## src/rtl/riego_pkg.sv

```systemverilog
// riego_pkg: shared state encoding, level/fault codes and valve count for the valve sequencer.
package riego_pkg;
  typedef enum logic [1:0] {IDLE, PRIME, RUN, FAULT} state_t;
  localparam logic [1:0] ERR_CODE = 2'b00;
  localparam logic [1:0] NE_CODE = 2'b01;
  localparam logic [1:0] CAUSE_NONE = 2'b00;
  localparam logic [1:0] CAUSE_LEVEL = 2'b01;
  localparam logic [1:0] CAUSE_TIMEOUT = 2'b10;
  localparam int N_VALVES = 4;
  function automatic logic [N_VALVES-1:0] first_set(input logic [N_VALVES-1:0] v);
    return v & (~v + 1'b1);
  endfunction
endpackage

```

## src/rtl/riego_valve_sequencer_if.sv

```systemverilog
// riego_valve_sequencer_if: controller requests in, valve/pump/fault drives out.
// fault_cause exists only when RIEGO_FAULT_CAUSE_EN is defined.
interface riego_valve_sequencer_if;
  import riego_pkg::*;
  logic [1:0] R1, R2, E;
  logic clear_fault;
  logic [N_VALVES-1:0] valve;
  logic pump, fault;
`ifdef RIEGO_FAULT_CAUSE_EN
  logic [1:0] fault_cause;
  modport master (output R1, R2, E, clear_fault, input valve, pump, fault, fault_cause);
  modport slave (input R1, R2, E, clear_fault, output valve, pump, fault, fault_cause);
`else
  modport master (output R1, R2, E, clear_fault, input valve, pump, fault);
  modport slave (input R1, R2, E, clear_fault, output valve, pump, fault);
`endif
endinterface

```

## src/rtl/valve_on_timer.sv

```systemverilog
// valve_on_timer: saturating on-time counter, cleared on valve opening; min_reached means closing is allowed at this edge.
module valve_on_timer #(
  parameter int MIN_ON = 16,
  parameter int CNT_W = 16
) (
  input  logic clk,
  input  logic reset,
  input  logic clr,
  output logic min_reached
);
  logic [CNT_W-1:0] cnt;
  // counts the current cycle too, so a valve stays open exactly MIN_ON cycles at minimum
  assign min_reached = ({1'b0, cnt} + 1'b1) >= (CNT_W+1)'(MIN_ON);
  always_ff @(posedge clk or posedge reset)
    if (reset) cnt <= '0;
    else if (clr) cnt <= '0;
    else if (cnt != CNT_W'(MIN_ON)) cnt <= cnt + 1'b1;
endmodule

```

## src/rtl/riego_valve_sequencer.sv

```systemverilog
// riego_valve_sequencer: pump priming, staggered valve opening, minimum on-time, run watchdog and fault latch.
// Defining RIEGO_FAULT_CAUSE_EN adds the latched fault_cause output.
module riego_valve_sequencer
  import riego_pkg::*;
#(
  parameter int PUMP_DELAY = 8,
  parameter int STAGGER = 4,
  parameter int MIN_ON = 16,
  parameter int MAX_RUN = 1024,
  parameter int CNT_W = 16
) (
  input logic clk,
  input logic reset,
  riego_valve_sequencer_if.slave io
);
  state_t state, state_n;
  logic [N_VALVES-1:0] req, valve, valve_n, open, min_reached;
  logic pump, pump_n, fault, fault_n, err, stg_ok, prime_done, timeout;
  logic [CNT_W-1:0] prime_cnt, stg_cnt, stg_n, run_cnt;
  assign req = {io.R2, io.R1};
  assign err = io.E == ERR_CODE;
  assign stg_ok = stg_cnt >= CNT_W'(STAGGER - 1);
  assign prime_done = prime_cnt == CNT_W'(PUMP_DELAY - 1);
  assign timeout = run_cnt == CNT_W'(MAX_RUN - 1);
  assign stg_n = |open ? '0 : stg_ok ? stg_cnt : stg_cnt + 1'b1;
  assign io.valve = valve;
  assign io.pump = pump;
  assign io.fault = fault;
  for (genvar i = 0; i < N_VALVES; i++) begin : g_tmr
    valve_on_timer #(.MIN_ON(MIN_ON), .CNT_W(CNT_W)) u_tmr (
      .clk(clk), .reset(reset), .clr(open[i]), .min_reached(min_reached[i])
    );
  end
  always_ff @(posedge clk or posedge reset)
    if (reset) begin
      state <= IDLE;
      valve <= '0;
      pump <= 1'b0;
      fault <= 1'b0;
      prime_cnt <= '0;
      stg_cnt <= '0;
      run_cnt <= '0;
    end else begin
      state <= state_n;
      valve <= valve_n;
      pump <= pump_n;
      fault <= fault_n;
      prime_cnt <= state == PRIME ? prime_cnt + 1'b1 : '0;
      stg_cnt <= stg_n;
      run_cnt <= state == RUN ? run_cnt + 1'b1 : '0;
    end
  always_comb begin
    state_n = state;
    pump_n = pump;
    fault_n = fault;
    open = '0;
    unique case (state)
      IDLE: if (req != '0) begin state_n = PRIME; pump_n = 1'b1; end
      PRIME:
        if (req == '0) begin state_n = IDLE; pump_n = 1'b0; end
        else if (prime_done) begin state_n = RUN; open = first_set(req); end
      RUN:
        if (timeout) begin state_n = FAULT; pump_n = 1'b0; fault_n = 1'b1; end
        else if (valve == '0 && req == '0) begin state_n = IDLE; pump_n = 1'b0; end
        else open = stg_ok ? first_set(req & ~valve) : '0;
      FAULT: if (io.clear_fault && !err) begin state_n = IDLE; fault_n = 1'b0; end
    endcase
    // a level error overrides everything outside FAULT, including min on-time
    if (err && state != FAULT) begin
      state_n = FAULT;
      pump_n = 1'b0;
      fault_n = 1'b1;
      open = '0;
    end
    valve_n = state_n == RUN ? (valve & (req | ~min_reached)) | open : '0;
  end
`ifdef RIEGO_FAULT_CAUSE_EN
  logic [1:0] cause;
  always_ff @(posedge clk or posedge reset)
    if (reset) cause <= CAUSE_NONE;
    else if (state != FAULT && state_n == FAULT) cause <= err ? CAUSE_LEVEL : CAUSE_TIMEOUT;
    else if (state == FAULT && state_n == IDLE) cause <= CAUSE_NONE;
  assign io.fault_cause = cause;
`endif
endmodule

```

## src/flat_wrapper.sv

```systemverilog
// flat-port wrapper written by rule: the top's interface ports become plain ports
module riego_valve_sequencer_flat import riego_pkg::*;
#(
  parameter int PUMP_DELAY = 8,
  parameter int STAGGER = 4,
  parameter int MIN_ON = 16,
  parameter int MAX_RUN = 1024,
  parameter int CNT_W = 16
)
  (clk, reset, io_R1, io_R2, io_E, io_clear_fault, io_valve, io_pump, io_fault);
  riego_valve_sequencer_if io_i ();
  input logic clk;
  input logic reset;
  input wire logic [$bits(io_i.R1)-1:0] io_R1;
  input wire logic [$bits(io_i.R2)-1:0] io_R2;
  input wire logic [$bits(io_i.E)-1:0] io_E;
  input wire logic [$bits(io_i.clear_fault)-1:0] io_clear_fault;
  output wire logic [$bits(io_i.valve)-1:0] io_valve;
  output wire logic [$bits(io_i.pump)-1:0] io_pump;
  output wire logic [$bits(io_i.fault)-1:0] io_fault;
  assign io_i.R1 = io_R1;
  assign io_i.R2 = io_R2;
  assign io_i.E = io_E;
  assign io_i.clear_fault = io_clear_fault;
  assign io_valve = io_i.valve;
  assign io_pump = io_i.pump;
  assign io_fault = io_i.fault;
  riego_valve_sequencer #(.PUMP_DELAY(PUMP_DELAY), .STAGGER(STAGGER), .MIN_ON(MIN_ON), .MAX_RUN(MAX_RUN), .CNT_W(CNT_W)) u_core (.clk(clk), .reset(reset), .io(io_i));
endmodule
```

## config.mk

```make
export PLATFORM = sky130hd
export DESIGN_NAME = riego_valve_sequencer_flat
export DESIGN_NICKNAME = d
export VERILOG_FILES = /design/src/rtl/riego_pkg.sv /design/src/rtl/riego_valve_sequencer_if.sv /design/src/rtl/valve_on_timer.sv /design/src/rtl/riego_valve_sequencer.sv /design/src/flat_wrapper.sv
export SDC_FILE = /design/constraint.sdc
export NUM_CORES = 1
export LEC_CHECK = 0
export ABC_AREA = 1
export CAP_MARGIN = 40
export CORE_ASPECT_RATIO = 1.1
export CORE_MARGIN = 8
export CORE_UTILIZATION = 57
export CTS_CLUSTER_DIAMETER = 200
export CTS_CLUSTER_SIZE = 12
export DETAILED_ROUTE_END_ITERATION = 12
export GPL_TIMING_DRIVEN = 0
export PLACE_DENSITY = 0.75
export SKIP_CTS_REPAIR_TIMING = 1
export SLEW_MARGIN = 30
export SYNTH_ARGS = -nofsm -noshare
export SYNTH_HDL_FRONTEND = slang
export SYNTH_SLANG_ARGS = --single-unit
```

## constraint.sdc

```tcl
create_clock -name clk -period 9.7 [get_ports clk]
set_clock_uncertainty 0.2 [all_clocks]
set_input_delay 0.97 -clock clk [delete_from_list [all_inputs] [get_ports clk]]
set_output_delay 0.97 -clock clk [all_outputs]
set_load 0.05 [all_outputs]
```

==> results of run 1 <==
-- worst max path at each step --
stage | cells after the start | end
after floorplan | 1 | u_core.g_tmr[0].u_tmr.cnt[0]$_DFFE_PP0P_
after global placement | 2 | u_core.g_tmr[0].u_tmr.cnt[12]$_DFFE_PP0P_
after detailed placement | 11 | u_core.g_tmr[0].u_tmr.cnt[4]$_DFFE_PP0P_
after CTS | 1 | io_valve[0]
after global routing | 1 | io_valve[0]
final | 1 | io_valve[0]
-- routing by layer --
layer | vias to the layer above | wire length (um) | GRT usage
met5 | - | 0 | 0
li1 | 3045 | - | -
met3 | 32 | 563 | 0.04242
met1 | 2790 | 6933 | 0.2533
met4 | 0 | 304 | 0.08061
met2 | 119 | 6951 | 0.3049
-- cell families (layout without fill, tap and decap cells) --
kind of cell | count (synthesis) | in the layout
flip-flops | 120 | 120
multiplexers | 1 | 1
buffers and inverters | 135 | 182
XOR/XNOR | 21 | 21
AO/OA/AOI/OAI | 92 | 92
AND/OR/NAND/NOR | 535 | 535
adder cells (fa/ha/maj) | 17 | 17
-- area by class of cell --
type	count	area, um^2
timing repair buffer	15	167.7
inverter	126	480.5
clock inverter	8	117.6
fill	1047	4054
sequential	120	3003
tap	154	192.7
buffer	9	60.06
clock buffer	24	491.7
multi-input combinational	666	3362
-- sequential cells by signal, indices dropped and copies added, names as in the netlist --
name,count
u_core.g_tmr.u_tmr.cnt,64
u_core.prime_cnt,16
u_core.run_cnt,16
u_core.stg_cnt,16
u_core.io.valve,4
u_core.state,2
u_core.io.fault,1
u_core.io.pump,1
-- power by group --
group | internal [W] | leakage, nW | total, W | switching, W
logic | 0.000270 | 1.84 | 0.000702 | 0.000432
clock network | 0.000429 | 0.300 | 0.000647 | 0.000218
registers | 0.000659 | 1.57 | 0.000814 | 0.000155
total | 0.00136 | 3.71 | 0.00216 | 0.000805
-- metrics by stage --
step / hold slack, ns / total power [W] / util / area (um^2) / setup slack (ns)
2_1_floorplan: 0.2251 / 0.001340 / - / 6898 / 5.344
3_3_place_gp: 0.2452 / 0.001491 / 0.6061 / 7231 / 3.612
3_5_place_dp: 0.2465 / 0.001512 / 0.6091 / 7266 / 6.562
4_1_cts: 0.2532 / 0.002171 / 0.6602 / 7875 / 6.802
5_1_grt: 0.2826 / 0.002321 / 0.6602 / 7875 / 6.743
6_report: 0.2512 / 0.002163 / 0.6602 / 7875 / 6.812
-- cells in the final DEF, fill, tap and decap left out, types with 3 or more instances in the layout --
cell / n
inv_1: 117
clkinv_2: 4
dfrtp_1: 120
clkbuf_1: 4
a21oi_1: 43
inv_2: 7
nand4_1: 30
nand3_1: 54
clkdlybuf4s50_1: 14
ha_1: 17
nor3_1: 18
buf_2: 3
nor3_2: 12
o21ai_0: 30
nor3b_1: 5
and3_1: 4
clkbuf_8: 4
nor2_1: 139
bufinv_16: 3
o21bai_1: 5
nor2_4: 4
nor4_1: 14
xor2_1: 20
nor2_2: 13
nand2_2: 7
o21ai_1: 6
o31ai_1: 3
nand2_1: 220
nand3b_1: 5
clkbuf_16: 17
==> impl_metrics.csv, run 1 <==
group,metric,value,unit
critical_path,path_buf_inv,1,
synthesis,synth_cells,921,
grt,overflow,0,
placed_design,portBuffers,14,
route,first_pass_iters,5,
die,pin_count,15,
synthesis,synth_top_family_by_area,"simple AND/OR/NAND/NOR gates",
cells_and_area,antenna-diode-count,0,
sta,drv_slew,0,
critical_path,r2r-end,"u_core.g_tmr[1].u_tmr.cnt[3]$_DFFE_PP0P_",
power,power_leakage,3.715,nW
sta,setup_tns,0,ns
cells_and_area,area.growth.synth_to_final,14.17,%
cells_and_area,drive_gt1_frac,0.09298,
route,drtIter0Drc,459,
clock_tree,clock_sinks,120,
die,initial_core_util,0.5782,
clock_tree,cts_inserted_buffers,17,
die,die_x,120.9,um
critical_path,reg2reg_slack,7.43,ns
worst_hold_path,worst_hold_startpoint,"u_core.prime_cnt[0]$_DFF_PP0_",
synthesis,synthXorXnorAreaFrac,0.02666,
synthesis,syn_avg_cell_area,7.490,um^2
clock_tree,cts_tree,"done",
critical_path,cp_max_fo,5,
synthesis,muxShareOfSynthArea,0.001451,
grt,grt_use_total,0.1944,
synthesis,synth_seq_area_share,0.4353,
critical_path,startpoint,"u_core.io.valve[0]$_DFF_PP0_",
grt,grt_pass1_vias,5657,
synthesis,yosysWarnings,0,
route,vias,5986,
power,max-vdd-ir-drop,0.1908,mV
synthesis,synthArstFlopShare,1.000,
sta,worst_pin_slew,0.5082,ns
synthesis,ys_ff_latch,120,
sta,max_slew_margin,0.6581,
critical_path,r2r-start,"u_core.state[1]$_DFF_PP0_",
route,antenna_left,0,
synthesis,synth-compound-area-share,0.07183,
sta,period_share,0.2978,
synthesis,synth_adder_area_share,0.03084,
sta,setup_viol,0,
clock_tree,cts_root_buf,"clkbuf_16",
synthesis,synth_edf_count,0,
synthesis,netlist_top_cells_area,"dfrtp_1 44%, nand2_1 12%, nor2_1 7.6%",
synthesis,synth_ff_type,"dfrtp_1",
critical_path,critical_path.max_stage_delay,0.85,ns
critical_path,crit_arrival,1.72,ns
die,die_y,131.4,um
run_status,status,"complete, no violations",
sta,clock.fmax,346.2,MHz
cells_and_area,final_cells,1122,
power,p_per_area,274.7,nW/um^2
clock_tree,clockBufferDepth,2,
synthesis,syn_area,6898,um^2
sta,hold_viol,0,
synthesis,yosysMostFrequentCell,"nand2_1",
critical_path,crit_family,"buffers and inverters",
placed_design,dp_hpwl,10190,um
synthesis,synthSimpleGateAreaFrac,0.3566,
route,avgViaCountPerCell,5.335,
die,core,11930,um^2
grt,grt_max_degree,62,
critical_path,crit_type,"register to output port",
worst_hold_path,min_path_cells,1,
placed_design,dp.cells,1090,
synthesis,syn-num-nets,947,
critical_path,reg2reg_depth,10,
die,die_area,15880,um^2
synthesis,synth_commonest_cells,"220 x nand2_1, 139 x nor2_1, 120 x dfrtp_1",
placed_design,routabilityCongestion,0.9221,
sta,fin_crit,2.888,ns
die,num_rows,42,
worst_hold_path,hold_class,"register to register",
critical_path,crit_path_start_kind,"register",
route,drc,0,
critical_path,crit_path_top_delay_cell,"clkdlybuf4s50_1",
critical_path,crit_chain,"clkdlybuf4s50_1",
route,totalWireLength,14750,um
worst_hold_path,min_to,"u_core.prime_cnt[0]$_DFF_PP0_",
synthesis,synth_top_area_share,0.4353,
clock_tree,insertion_delay,0.42,ns
job,drv_cap,0,
synthesis,synth.largest_area_cell,"dfrtp_1",
critical_path,cp-end-kind,"output port",
cells_and_area,layout.nets,981,
clock_tree,cts_htree_levels,4,
clock_tree,clk_pin_slew,0.05,ns
synthesis,yosys.cell_types.count,42,
critical_path,worstPathRequired,8.53,ns
sta,grt_setup_unrepaired,"false",
grt,antenna_found_initial,0,
route,wire_per_inst,13.15,um
grt,grt_first_pass_wirelength,25410,um
Note: power is estimated with default switching activity, not from simulation.
==> run 2: changes to the inputs <==
- clock period: 9.7 -> 2.7 ns (I/O delays scaled with it)
==> impl_metrics.csv, run 2 (synthesis gave the netlist of run 1 again) <==
group,metric,value,unit
grt,overflow,0,
job,drv_cap,0,
cells_and_area,top_register,"u_core.g_tmr.u_tmr.cnt",
route,vias,6048,
cells_and_area,layout_commonest_cell,"nand2_1",
sta,worst_pin_slew,0.5106,ns
clock_tree,cts_root_buf,"clkbuf_16",
route,routed.top_layer,"met4",
worst_hold_path,hold_class,"input pin to asynchronous set/reset pin",
critical_path,cpMostUsedCell,"nand2_1",
cells_and_area,antenna-diode-count,0,
cells_and_area,final_core_util,0.6646,
cells_and_area,layout.nets,984,
route,wl_met2,7205,um
clock_tree,clock_sinks,120,
critical_path,crit_path_start_kind,"register",
cells_and_area,area.growth.synth_to_final,14.93,%
route,wl_met3,588,um
critical_path,crit_family,"simple AND/OR/NAND/NOR gates",
cells_and_area,layout_common_cells,"220 x nand2_1, 139 x nor2_1, 120 x dfrtp_1, 117 x inv_1, 54 x nand3_1",
route,drc,0,
critical_path,path_buf_inv,3,
grt,grt_pass1_vias,5696,
placed_design,dp_hpwl,10520,um
critical_path,critical_path.max_stage_delay,0.37,ns
placed_design,portBuffers,14,
sta,drv_slew,0,
grt,grt_max_degree,30,
route,drtIter0Drc,442,
placed_design,routabilityCongestion,0.9103,
cells_and_area,drive_gt1_frac,0.09578,
critical_path,cp_max_fo,10,
sta,fin_crit,2.292,ns
die,num_rows,42,
sta,hold_viol,0,
cells_and_area,largest_reg_flops,64,
clock_tree,clockBufferDepth,2,
grt,grt_first_pass_wirelength,25880,um
sta,setup_slack,0.4082,ns
route,met1_length,6812,um
grt,grt_use_total,0.1983,
power,power_leakage,3.728,nW
critical_path,crit_type,"register to register",
critical_path,crit_arrival,2.39,ns
route,first_pass_iters,5,
clock_tree,cts_inserted_buffers,17,
die,die_x,120.9,um
clock_tree,cts_tree,"done",
critical_path,worstPathRequired,2.80,ns
sta,grt_setup_unrepaired,"false",
critical_path,crit_chain,"ha_1, nand2_1, clkinv_1, nand3_1, nor2_1, nand2_1, nor2_2, nand3_1, nand2_1, nand2_2, inv_2, buf_2, a21oi_1",
die,initial_core_util,0.5782,
sta,max_slew_margin,0.6565,
power,max-vdd-ir-drop,0.5016,mV
route,totalWireLength,14850,um
sta,period_share,0.8488,
clock_tree,cts_htree_levels,4,
route,avgViaCountPerCell,5.376,
route,wire_per_inst,13.20,um
die,die_y,131.4,um
critical_path,reg2reg_slack,0.41,ns
critical_path,crit_path_top_delay_cell,"dfrtp_1",
die,core,11930,um^2
power,p_per_area,987.0,nW/um^2
sta,clock.fmax,436.3,MHz
sta,setup_tns,0,ns
clock_tree,clk_pin_slew,0.06,ns
grt,antenna_found_initial,0,
placed_design,placed_area,7315,um^2
die,die_area,15880,um^2
cells_and_area,design_area,7928,um^2
run_status,status,"complete, no violations",
placed_design,dp_slack,0.2760,ns
route,antenna_left,0,
die,pin_count,15,
critical_path,cp-end-kind,"register",
sta,setup_viol,0,
clock_tree,insertion_delay,0.42,ns
-- run 2: path summary, 6_finish.rpt --
kind | depth (start not counted) | end | start
setup / recovery | 13 | u_core.g_tmr[1].u_tmr.cnt[1]$_DFFE_PP0P_ | u_core.prime_cnt[0]$_DFF_PP0_
hold / removal | 2 | u_core.g_tmr[3].u_tmr.cnt[0]$_DFFE_PP0P_ | reset
setup reg to reg | 13 | u_core.g_tmr[1].u_tmr.cnt[1]$_DFFE_PP0P_ | u_core.prime_cnt[0]$_DFF_PP0_
hold reg to reg | 1 | u_core.prime_cnt[0]$_DFF_PP0_ | u_core.prime_cnt[0]$_DFF_PP0_
max in group asynchronous | 4 | u_core.g_tmr[0].u_tmr.cnt[13]$_DFFE_PP0P_ | reset
min in group clk | 1 | u_core.prime_cnt[0]$_DFF_PP0_ | u_core.prime_cnt[0]$_DFF_PP0_
-- run 2: layout make-up --
class | instances | area [um^2]
Fill cell | 1007 | 4001
Tap cell | 154 | 192.7
Multi-Input combinational cell | 666 | 3362
Clock buffer | 20 | 436.7
Inverter | 126 | 476.7
Sequential cell | 120 | 3003
Clock inverter | 12 | 176.4
Timing Repair Buffer | 18 | 220.2
Buffer | 9 | 60.06
-- run 2: worst reg2reg max path, stage by stage, from the launching register on --
cell	delay (ns)
dfrtp_1	0.37
ha_1	0.18
nand2_1	0.08
clkinv_1	0.08
nand3_1	0.07
nor2_1	0.19
nand2_1	0.11
nor2_2	0.18
nand3_1	0.10
nand2_1	0.09
nand2_2	0.09
inv_2	0.12
buf_2	0.25
a21oi_1	0.07
-- run 2: per-layer routing --
metal  vias up  track usage
met5         -            0
met4         0      0.07992
met3        26      0.04113
met1      2826       0.2563
met2       144       0.3160
li1       3052            -
-- run 2: where the power goes --
| part | internal, W | switching, W | leakage [nW] |
|---|---|---|---|
| logic | 0.000978 | 0.00155 | 1.86 |
| clock network | 0.00154 | 0.000825 | 0.294 |
| registers | 0.00237 | 0.000562 | 1.57 |
| total | 0.00488 | 0.00294 | 3.73 |
-- run 2: stage by stage --
stage | cells | power [W] | hold WS, ns
global route | 1125 | 0.008404 | 0.03781
global placement | 1089 | 0.005355 | 0.2459
floorplan | 921 | 0.004816 | 0.2251
finish | 1125 | 0.007825 | 0.001153
CTS | 1125 | 0.007855 | 0.009240
detailed placement | 1093 | 0.005442 | 0.2624
==> run 3: changes to the inputs <==
- clock period: 2.7 -> 2.15 ns (I/O delays scaled with it)
==> impl_metrics.csv, run 3 (synthesis gave the netlist of run 1 again) <==
group,metric,value,unit
grt,grt_pass1_vias,5696,
route,first_pass_iters,6,
cells_and_area,layout.nets,1015,
placed_design,dp.cells,1093,
sta,grt_setup_unrepaired,"true",
critical_path,crit_arrival,2.27,ns
power,p_total,0.01048,W
clock_tree,insertion_delay,0.43,ns
critical_path,startpoint,"u_core.run_cnt[0]$_DFF_PP0_",
sta,period_share,0.9842,
critical_path,critical_path.max_stage_delay,0.38,ns
critical_path,worstPathRequired,2.30,ns
clock_tree,clk_pin_slew,0.06,ns
critical_path,r2r-start,"u_core.run_cnt[0]$_DFF_PP0_",
die,num_rows,42,
cells_and_area,layout_common_cells,"201 x nand2_1, 124 x nor2_1, 120 x dfrtp_1, 114 x inv_1",
die,core,11930,um^2
run_status,status,"complete, no violations",
grt,grt_first_pass_wirelength,25880,um
critical_path,crit_chain,"ha_2, nand2_2, inv_4, nand2_4, nor2_4, nand2_2, nand2_4, nor2_4, nand2_2, nand2_2, nand2_4, nand2_8, clkbuf_16, nor3_2",
power,p_per_area,1209,nW/um^2
route,vias,6282,
worst_hold_path,min_path_cells,4,
critical_path,reg2reg_slack,0.03,ns
placed_design,portBuffers,14,
critical_path,crit_type,"register to register",
critical_path,crit_path_start_kind,"register",
grt,antenna_found_initial,0,
power,max-vdd-ir-drop,0.7451,mV
cells_and_area,fillCellCount,871,
die,initial_core_util,0.5782,
sta,drv_slew,0,
critical_path,crit_path_top_delay_cell,"dfrtp_1",
cells_and_area,final_cells,1156,
route,avgViaCountPerCell,5.434,
worst_hold_path,worst_hold_startpoint,"io_clear_fault",
cells_and_area,top_register,"u_core.g_tmr.u_tmr.cnt",
clock_tree,cts_inserted_buffers,17,
sta,max_slew_margin,0.6402,
clock_tree,cts_root_buf,"clkbuf_16",
critical_path,reg2reg_depth,14,
placed_design,dp_hpwl,10520,um
clock_tree,clock_sinks,120,
placed_design,routabilityCongestion,0.9103,
cells_and_area,drive_gt1_frac,0.1876,
critical_path,r2r-end,"u_core.stg_cnt[6]$_DFFE_PP0P_",
sta,setup_tns,0,ns
clock_tree,cts_htree_levels,4,
clock_tree,clockBufferDepth,2,
worst_hold_path,hold_class,"input pin to register",
route,antenna_left,0,
job,drv_cap,0,
die,die_area,15880,um^2
grt,grt_use_total,0.1983,
critical_path,cp-end-kind,"register",
sta,fin_crit,2.116,ns
grt,overflow,0,
sta,clock.fmax,472.6,MHz
die,die_y,131.4,um
die,pin_count,15,
sta,hold_slack,0.2174,ns
power,power_leakage,4.033,nW
cells_and_area,antenna-diode-count,0,
cells_and_area,largest_reg_flops,64,
route,wire_per_inst,14.17,um
sta,worst_pin_slew,0.5348,ns
critical_path,cpMostUsedCell,"nand2_2",
critical_path,cp_max_fo,6,
cells_and_area,final_core_util,0.7268,
clock_tree,cts_tree,"done",
cells_and_area,area.growth.synth_to_final,25.68,%
cells_and_area,layout_commonest_cell,"nand2_1",
worst_hold_path,min_to,"u_core.io.fault$_DFFE_PP0P_",
route,drc,0,
grt,grt_max_degree,30,
sta,hold_viol,0,
route,totalWireLength,16380,um
die,die_x,120.9,um
sta,setup_viol,0,
route,drtIter0Drc,453,
-- run 3: report_power, final --
part	switching [W]	internal [W]	leakage (nW)
clock network	0.00105	0.00193	0.294
logic	0.00229	0.00150	2.17
registers	0.000740	0.00297	1.57
-- run 3: through the flow --
| step | worst slack, ns | area, um^2 |
|---|---|---|
| floorplan | 0.1995 | 6902 |
| global placement | -0.8793 | 7234 |
| detailed placement | -0.2190 | 7315 |
| CTS | -0.1472 | 7928 |
| global route | -0.1026 | 8670 |
| finish | 0.03403 | 8670 |
-- run 3: worst max path at each step --
stage	depth (start not counted)	endpoint	slack, ns
after global routing	11	u_core.stg_cnt[9]$_DFFE_PP0P_	-0.10
after detailed placement	11	u_core.g_tmr[0].u_tmr.cnt[5]$_DFFE_PP0P_	-0.22
after CTS	13	u_core.g_tmr[1].u_tmr.cnt[1]$_DFFE_PP0P_	-0.15
final	14	u_core.stg_cnt[6]$_DFFE_PP0P_	0.03
after global placement	2	u_core.g_tmr[0].u_tmr.cnt[12]$_DFFE_PP0P_	-0.88
after floorplan	14	u_core.stg_cnt[1]$_DFFE_PP0P_	0.20
-- run 3: cell type report --
type,instances,area (um^2),area share
inverters,126,496.7,0.05730
clock buffers,20,436.7,0.05037
well taps,154,192.7,0.02223
multi-input cells,666,3717,0.4288
repair buffers,49,534.3,0.06163
clock inverters,12,176.4,0.02035
plain buffers,9,112.6,0.01299
flip-flops and latches,120,3003,0.3464
-- run 3: routing by layer --
layer	wire [um]	global-route usage	up-vias
met2	8152	0.3160	155
met4	347	0.07992	0
met3	758	0.04113	35
li1	-	-	3114
met5	0	0	-
met1	7118	0.2563	2978
-- run 3: critical path, delay by kind of cell, from the launching register on --
family        cells  cell delay [ns]
flops             1             0.38
simple gates     11             1.02
fa+ha+maj         1             0.19
buf+inv           2             0.24
